$ cat src/rtl/uart_imem_loader.sv
// UART boot loader: receives a word-count header plus little-endian words and writes them to instruction memory.
// Optional LOADER_CHECKSUM_EN expects a trailing XOR checksum byte before releasing the core.
module uart_imem_loader #(
    parameter int CLK_HZ = 100000000,
    parameter int BAUD   = 115200,
    parameter int ADDR_W = 6
) (
    input  logic              clk,
    input  logic              rst,
    input  logic              rx,
    output logic              imem_we,
    output logic [ADDR_W-1:0] imem_addr,
    output logic [31:0]       imem_wdata,
    output logic              cpu_rst,
    output logic              done,
    output logic              err
);
    localparam int CPB   = CLK_HZ / BAUD;
    localparam int HALF  = CPB / 2;
    localparam int DEPTH = 2 ** ADDR_W;
    localparam int CNT_W = $clog2(CPB + 1);
    localparam int AW1   = ADDR_W + 1;

    typedef enum logic [1:0] {RX_IDLE, RX_START, RX_DATA, RX_STOP} rx_state_t;
`ifdef LOADER_CHECKSUM_EN
    typedef enum logic [2:0] {L_WAIT_HDR, L_RECV, L_CHECK, L_DONE, L_ERROR} ld_state_t;
`else
    typedef enum logic [2:0] {L_WAIT_HDR, L_RECV, L_DONE, L_ERROR} ld_state_t;
`endif

    logic             rx_meta, rx_s;
    rx_state_t        rx_state, rx_next;
    logic [CNT_W-1:0] clk_cnt;
    logic [2:0]       bit_idx;
    logic [7:0]       shreg;
    logic             half_tick, full_tick;
    logic             byte_valid, frame_err;

    ld_state_t         state, state_next;
    logic [7:0]        n_words;
    logic [ADDR_W-1:0] word_idx;
    logic [1:0]        byte_cnt;
    logic [23:0]       word_buf;
    logic              last_word, hdr_bad;
`ifdef LOADER_CHECKSUM_EN
    logic [7:0]        csum;
`endif

    always_ff @(posedge clk) begin
        if (rst) begin
            rx_meta <= 1'b1;
            rx_s    <= 1'b1;
        end else begin
            rx_meta <= rx;
            rx_s    <= rx_meta;
        end
    end

    assign half_tick = (clk_cnt == CNT_W'(HALF - 1));
    assign full_tick = (clk_cnt == CNT_W'(CPB - 1));

    always_comb begin
        rx_next    = rx_state;
        byte_valid = 1'b0;
        frame_err  = 1'b0;
        case (rx_state)
            RX_IDLE:  if (!rx_s) rx_next = RX_START;
            // mid start bit: a high line here means the falling edge was a glitch
            RX_START: if (half_tick) rx_next = rx_s ? RX_IDLE : RX_DATA;
            RX_DATA:  if (full_tick && bit_idx == 3'd7) rx_next = RX_STOP;
            RX_STOP: begin
                if (full_tick) begin
                    rx_next    = RX_IDLE;
                    byte_valid = rx_s;
                    frame_err  = !rx_s;
                end
            end
            default:  rx_next = RX_IDLE;
        endcase
    end

    always_ff @(posedge clk) begin
        if (rst) begin
            rx_state <= RX_IDLE;
            clk_cnt  <= '0;
            bit_idx  <= '0;
            shreg    <= '0;
        end else begin
            rx_state <= rx_next;
            if (rx_state == RX_IDLE || rx_state != rx_next || full_tick)
                clk_cnt <= '0;
            else
                clk_cnt <= clk_cnt + 1'b1;
            if (rx_state == RX_IDLE)
                bit_idx <= '0;
            if (rx_state == RX_DATA && full_tick) begin
                shreg   <= {rx_s, shreg[7:1]};
                bit_idx <= bit_idx + 1'b1;
            end
        end
    end

    assign last_word = (({1'b0, word_idx} + AW1'(1)) == AW1'(n_words));
    assign hdr_bad   = (shreg == 8'd0) || ({24'd0, shreg} > 32'(DEPTH));

    always_comb begin
        state_next = state;
        case (state)
            L_WAIT_HDR: begin
                if (frame_err)       state_next = L_ERROR;
                else if (byte_valid) state_next = hdr_bad ? L_ERROR : L_RECV;
            end
            L_RECV: begin
                if (frame_err) state_next = L_ERROR;
`ifdef LOADER_CHECKSUM_EN
                else if (imem_we && last_word) state_next = L_CHECK;
`else
                else if (imem_we && last_word) state_next = L_DONE;
`endif
            end
`ifdef LOADER_CHECKSUM_EN
            L_CHECK: begin
                if (frame_err)       state_next = L_ERROR;
                else if (byte_valid) state_next = (shreg == csum) ? L_DONE : L_ERROR;
            end
`endif
            L_DONE:  state_next = L_DONE;
            L_ERROR: state_next = L_ERROR;
            default: state_next = L_ERROR;
        endcase
    end

    always_ff @(posedge clk) begin
        if (rst) state <= L_WAIT_HDR;
        else     state <= state_next;
    end

    always_ff @(posedge clk) begin
        if (rst) begin
            imem_we    <= 1'b0;
            imem_addr  <= '0;
            imem_wdata <= '0;
            n_words    <= '0;
            word_idx   <= '0;
            byte_cnt   <= '0;
            word_buf   <= '0;
`ifdef LOADER_CHECKSUM_EN
            csum       <= '0;
`endif
        end else begin
            imem_we <= 1'b0;
            if (state == L_WAIT_HDR && byte_valid)
                n_words <= shreg;
            if (state == L_RECV && byte_valid) begin
                byte_cnt <= byte_cnt + 1'b1;
`ifdef LOADER_CHECKSUM_EN
                csum     <= csum ^ shreg;
`endif
                case (byte_cnt)
                    2'd0: word_buf[7:0]   <= shreg;
                    2'd1: word_buf[15:8]  <= shreg;
                    2'd2: word_buf[23:16] <= shreg;
                    default: begin
                        imem_we    <= 1'b1;
                        imem_wdata <= {shreg, word_buf};
                        imem_addr  <= word_idx;
                    end
                endcase
            end
            if (imem_we)
                word_idx <= word_idx + 1'b1;
        end
    end

    assign cpu_rst = (state != L_DONE);
    assign done    = (state == L_DONE);
    assign err     = (state == L_ERROR);
endmodule
$ cat config.mk
export PLATFORM = sky130hd
export DESIGN_NAME = uart_imem_loader
export DESIGN_NICKNAME = d
export VERILOG_FILES = /design/src/rtl/uart_imem_loader.sv
export SDC_FILE = /design/constraint.sdc
export NUM_CORES = 1
export LEC_CHECK = 0
export CAP_MARGIN = 20
export CORE_MARGIN = 5
export CORE_UTILIZATION = 55
export CTS_BUF_LIST = sky130_fd_sc_hd__clkbuf_8 sky130_fd_sc_hd__clkbuf_16
export DETAILED_ROUTE_END_ITERATION = 8
export PLACE_DENSITY = 0.79
export SYNTH_ARGS = -nofsm -noshare
export SYNTH_HDL_FRONTEND = slang
export SYNTH_SLANG_ARGS = --single-unit
$ cat constraint.sdc
create_clock -name clk -period 2.26 [get_ports clk]
set_input_delay 0.565 -clock clk [delete_from_list [all_inputs] [get_ports clk]]
set_output_delay 0.565 -clock clk [all_outputs]
set_load 0.05 [all_outputs]
== After elaboration in Yosys (flattened, before gate mapping) ==
Index checks and enable logic that the tools add are counted.
Widths: inputs -> output; s select.

* Bits in registers: 106
* Latch bits: 0
* RAM bits: 0
* Bits in read-only memories: 0
* Bits of input ports: 3
* Word-level logic and storage cells: 81
* Memories: 0

* $add $sub $neg: 5
* Multipliers: 0
* Div/mod/pow operators: 0
* $lt $le $gt $ge: 1
* Equal/unequal tests: 16
* Shifts and indexed selects: 0
* Mux-type cells: 19
* Bitwise gates (word level): 2
* Reduce and logical (&&, ||, !) cells: 22

{| class="wikitable"
|+ Operators with widths
! operator !! number
|-
| $mux 3 || 6
|-
| $mux 2 || 6
|-
| $add 10x1->10 const B || 1
|-
| $eq 10x10->1 const B || 1
|-
| $eq 10x9->1 const B || 1
|-
| $reduce_and 2->1 || 5
|-
| $pmux 3 s3 || 1
|-
| $gt 8x7->1 const B || 1
|-
| $logic_not 8->1 || 1
|-
| $pmux 2 s4 || 1
|-
| $add 6x1->7 const B || 1
|-
| $eq 7x7->1 || 1
|-
| $add 6x1->6 const B || 1
|-
| $eq 2x2->1 const B || 3
|-
| $eq 3x2->1 const B || 2
|-
| $ne 3x3->1 const B || 2
|-
| $logic_and 1x1->1 || 5
|-
| $mux 1 || 5
|-
| $eq 2x1->1 const B || 2
|-
| $logic_not 2->1 || 2
|-
| $reduce_or 2->1 || 2
|-
| $add 3x1->3 const B || 1
|-
| $eq 3x1->1 const B || 1
|-
| $eq 3x3->1 const B || 1
|-
| 9 further kinds || 12
|}

== Longest topological paths before layout ==
* Depth after elaboration: 8
* Depth in mapped cells: 10
* Gate-level depth less buffers: 8

== Least setup slack after synthesis ==
OpenSTA, ideal clock, no wires.

* Path kind: reg-to-reg
* Start: register word_idx[0]
* End: register state[1]
* Data arrival time: 1.945 ns
* Required time: 2.137 ns
* Path slack: 0.192 ns
* Stages on the path, launching flop included: 8
* Path buffers: 0
* Period minus slack after synthesis: 2.068 ns
* Cells stage by stage: dfxtp_1 > ha_1 > nand4b_1 > or2_2 > a211o_1 > a211oi_1 > nor2_1 > mux2_1

* Cells in the longest elaborated chain, start to end: 5

{| class="wikitable"
|+ RTL lines
! item !! line !! RTL
|-
| start, declared || 41 || <nowiki>logic [ADDR_W-1:0] word_idx;</nowiki>
|-
| start signal, assigned || 171 || <nowiki>word_idx <= word_idx + 1'b1;</nowiki>
|-
| $add 6x1->7 || 103 || <nowiki>assign last_word = (({1'b0, word_idx} + AW1'(1)) == AW1'(n_words));</nowiki>
|-
| $eq 7x7->1 || 103 ||
|-
| $logic_and 1x1->1 || 118 || <nowiki>else if (imem_we && last_word) state_next = L_DONE;</nowiki>
|-
| $ne 3x3->1 (no source line) || n/a ||
|-
| $reduce_and 2->1 (no source line) || n/a ||
|-
| end signal, assigned || 135 || <nowiki>else state <= state_next;</nowiki>
|-
| end, declared || 39 || <nowiki>ld_state_t state, state_next;</nowiki>
|}

No other way between the ends.
A chain may end at the register's enable or synchronous reset.

== Final worst setup path ==
* Start: register imem_wdata[23]
* End: output imem_wdata[23]

{| class="wikitable"
|+ RTL lines
! item !! line !! RTL
|-
| start, declared || 13 || <nowiki>output logic [31:0] imem_wdata,</nowiki>
|-
| start signal, assigned || 165 || <nowiki>imem_wdata <= {shreg, word_buf};</nowiki>
|}

No word-level cell between the ends.

==> results.md <==
* Clock latency on the worst-skew pair at 370 ps
* Fin util at 65.5%
* Logic pwr share at 6.6%
* Critical path type: reg2out
* Power Density at 631 nW/um^2
* CTS tree: yes
* Layout Skew at 14.7 ps
* Clk pwr share at 34.4%
* Crit-path slowest cell: clkdlybuf4s50_1
* Hold crit path type: reg2reg
* Rel. slew slack at 65.9%
* Fraction of layout cells with a size suffix above 1 at 9.03%
* ANT cells at 0
* Top-count cell post-synth: nand2_1
* Synthesized netlist cell count at 525
* RSZ-0062 raised after global routing: no
* Nets at 576
* Critical Path End Type: output pin
* Seq pwr share at 59.0%
* Minimum clock period at 2120 ps
* Area contributors post-synth: dfxtp_1, nand2_1, a21oi_1, nor2_1, ha_1
* Sequential area share after synthesis at 48.6%
* Chip Width at 98.7 um
* Slew @ Worst Pin at 509 ps
* Pleak at 1.72 nW
* Largest net degree at the start of global routing at 39
* R2r endpoint: state[1]
* Crit path cell chain: clkdlybuf4s50_1
* CP peak stage delay at 820 ps
* Internal power at 2.35 mW
* Status: complete, no violations
* Arrival time at the worst endpoint at 1560 ps
* CP endpoint: imem_wdata[23]
* P_sw at 822 uW
* Detailed Route WL at 8.92 mm
* Mapped Avg Cell Area at 8.24 um^2
* FFs w/ async S/R, synth at 0%
* Starting density of the core at 56.3%
* CP bufs+invs at 1
* Max FO, Critical Path at 2
* Layout area overhead at 16.3%
* Detail Placement HPWL at 6.21 mm
* Die H at 98.7 um
* Die area at 9740 um^2
* Final hold violation count at 0
* Primary FF master, synth: dfxtp_1
* GRT Util Overall at 19.4%
* Via density at 5.30
* Row count at 32
* Wire per inst at 13.4 um
* Synth Warn # at 0
* Levels on crit path at 1
* IO Pins at 45
* Clock slew at reported path FFs at 100 ps
* Setup TNS Final at 0 ps
* Top achievable clock speed at 472 MHz
* Cts bufs inserted at 9
* CP startpoint: imem_wdata[23]
* Drt first-iter violations at 171
* R2R cell count at 7
* GR Overflow Total at 0
* Setup-failing EPs final at 0
* Root Driver: clkbuf_8
* Netlist cell types at 42
* Post-synth EDFFs at 0
* Pre-antenna DRT Iters at 4
* Fin crit share at 93.8%
* # clock sinks at 105
* Vias post-DR at 3536
* FF-to-FF Start: word_idx[1]
* Largest area contributor in the netlist: dfxtp_1
* Critical path startpoint category: register
* Core box area at 7690 um^2
* Synth top cells by count: nand2_1, dfxtp_1, a21oi_1
* Antenna-violating nets left at 0
* DRC viols at 0
* Mapped Area at 4330 um^2
* Seq cells post-synth at 105
* Vias in the first global route at 3430
* Fillers at 645
* Top delay family on crit path: buffers and inverters
* CTS H-Tree Depth at 3
* Synthesized Nets at 541
* First-pass GRT wire length at 15.7 mm
* Input/output buffers at 44
* Reg-to-reg slack, setup at 160 ps
* Initial antenna violation count at 0
* Clock buffer depth at 2
* WP data required at 1690 ps
* Max_cap viols at 0
* Slew Viols, Final at 0
* Post-synth top area share at 48.6%
* Max VDD drop at 0.359 mV
* Net Sw Frac at 25.9%
* Gpl congestion at 0.820
## what timing repair did
item	CTS	global route
hold buffers	0	0
endpoints found under the setup margin	0	63
resized for setup	0	5
setup buffers	0	1
## power groups by stage
stage | clock network [mW] | registers [mW] | logic [mW]
global route | 1.21 | 1.87 | 0.234
CTS | 1.12 | 1.87 | 0.211
global placement | 0 | 1.91 | 0.203
detailed placement | 0 | 1.92 | 0.210
finish | 1.09 | 1.87 | 0.211
floorplan | 0 | 1.91 | 0.162
## cells by family after synthesis
kind of cell,after synthesis,share of synthesized area (%)
compound gates,91,11.6
xor+xnor,21,4.25
fa+ha+maj,13,3.76
buf+inv,47,5.26
simple gates,236,23.7
mux,12,2.81
flops,105,48.6
## cells in the final DEF, fill, tap and decap left out, types with 2 or more instances in the layout
cell type	netlist	final
a211o_1	2	2
a211oi_1	4	4
a21oi_1	75	75
a22oi_1	2	2
a31oi_1	2	2
and3_1	6	3
and3_2	0	3
and4_1	2	2
buf_4	5	22
clkbuf_8	0	9
clkdlybuf4s50_1	0	39
dfxtp_1	105	105
ha_1	13	13
inv_1	8	9
inv_6	0	2
mux2i_1	11	11
nand2_1	144	144
nand2b_1	2	2
nand3_1	12	12
nand4_1	5	5
nand4b_1	3	3
nor2_1	46	46
nor3_1	3	3
or2_2	3	3
xnor2_1	9	9
xor2_1	12	12
## registers in the layout, summed over array words and instances (netlist names)
name,flops
imem_wdata,32
word_buf,24
clk_cnt,10
shreg,8
n_words,7
imem_addr,6
word_idx,6
bit_idx,3
byte_cnt,2
rx_state,2
state,2
imem_we,1
rx_meta,1
rx_s,1
## metal layers
metal  share of wire (%)  vias to the layer above  wire, um  track usage (%)
met5                   0                        -         0                0
met1                  46                     1661      4100             24.8
met2                  47                       63      4180             31.9
met4                 1.9                        0       165             7.04
li1                    -                     1792         -                -
met3                 5.2                       20       467             4.60
## metrics by stage
stage          area [um^2]  hold WS [ps]  worst slack (ps)  power (mW)  std cells
6_report              5030           429               140        3.17        667
5_1_grt               5030           460              30.6        3.32        667
3_3_place_gp          4830           398               165        2.12        650
3_5_place_dp          4830           403              54.2        2.13        650
2_1_floorplan         4330           389               192        2.07        525
4_1_cts               5020           436              52.5        3.20        666
## area by class of cell
| type | count | area [um^2] | area share, % |
|---|---|---|---|
| clock buffers | 9 | 124 | 2.46 |
| repair buffers | 63 | 581 | 11.5 |
| flip-flops and latches | 105 | 2100 | 41.8 |
| clock inverters | 7 | 65.1 | 1.29 |
| well taps | 102 | 128 | 2.54 |
| inverters | 8 | 30.0 | 0.597 |
| multi-input cells | 373 | 2000 | 39.8 |
## worst min path at each step
stage	start	depth (start not counted)	slack, ps	to
detailed placement	rx_meta	1	400	rx_s
CTS	rx_meta	1	440	rx_s
floorplan	rx_meta	1	390	rx_s
global route	rx_meta	1	460	rx_s
finish	rx_meta	1	430	rx_s
global placement	rx_meta	1	400	rx_s
Power figures use the tool's default switching activity.
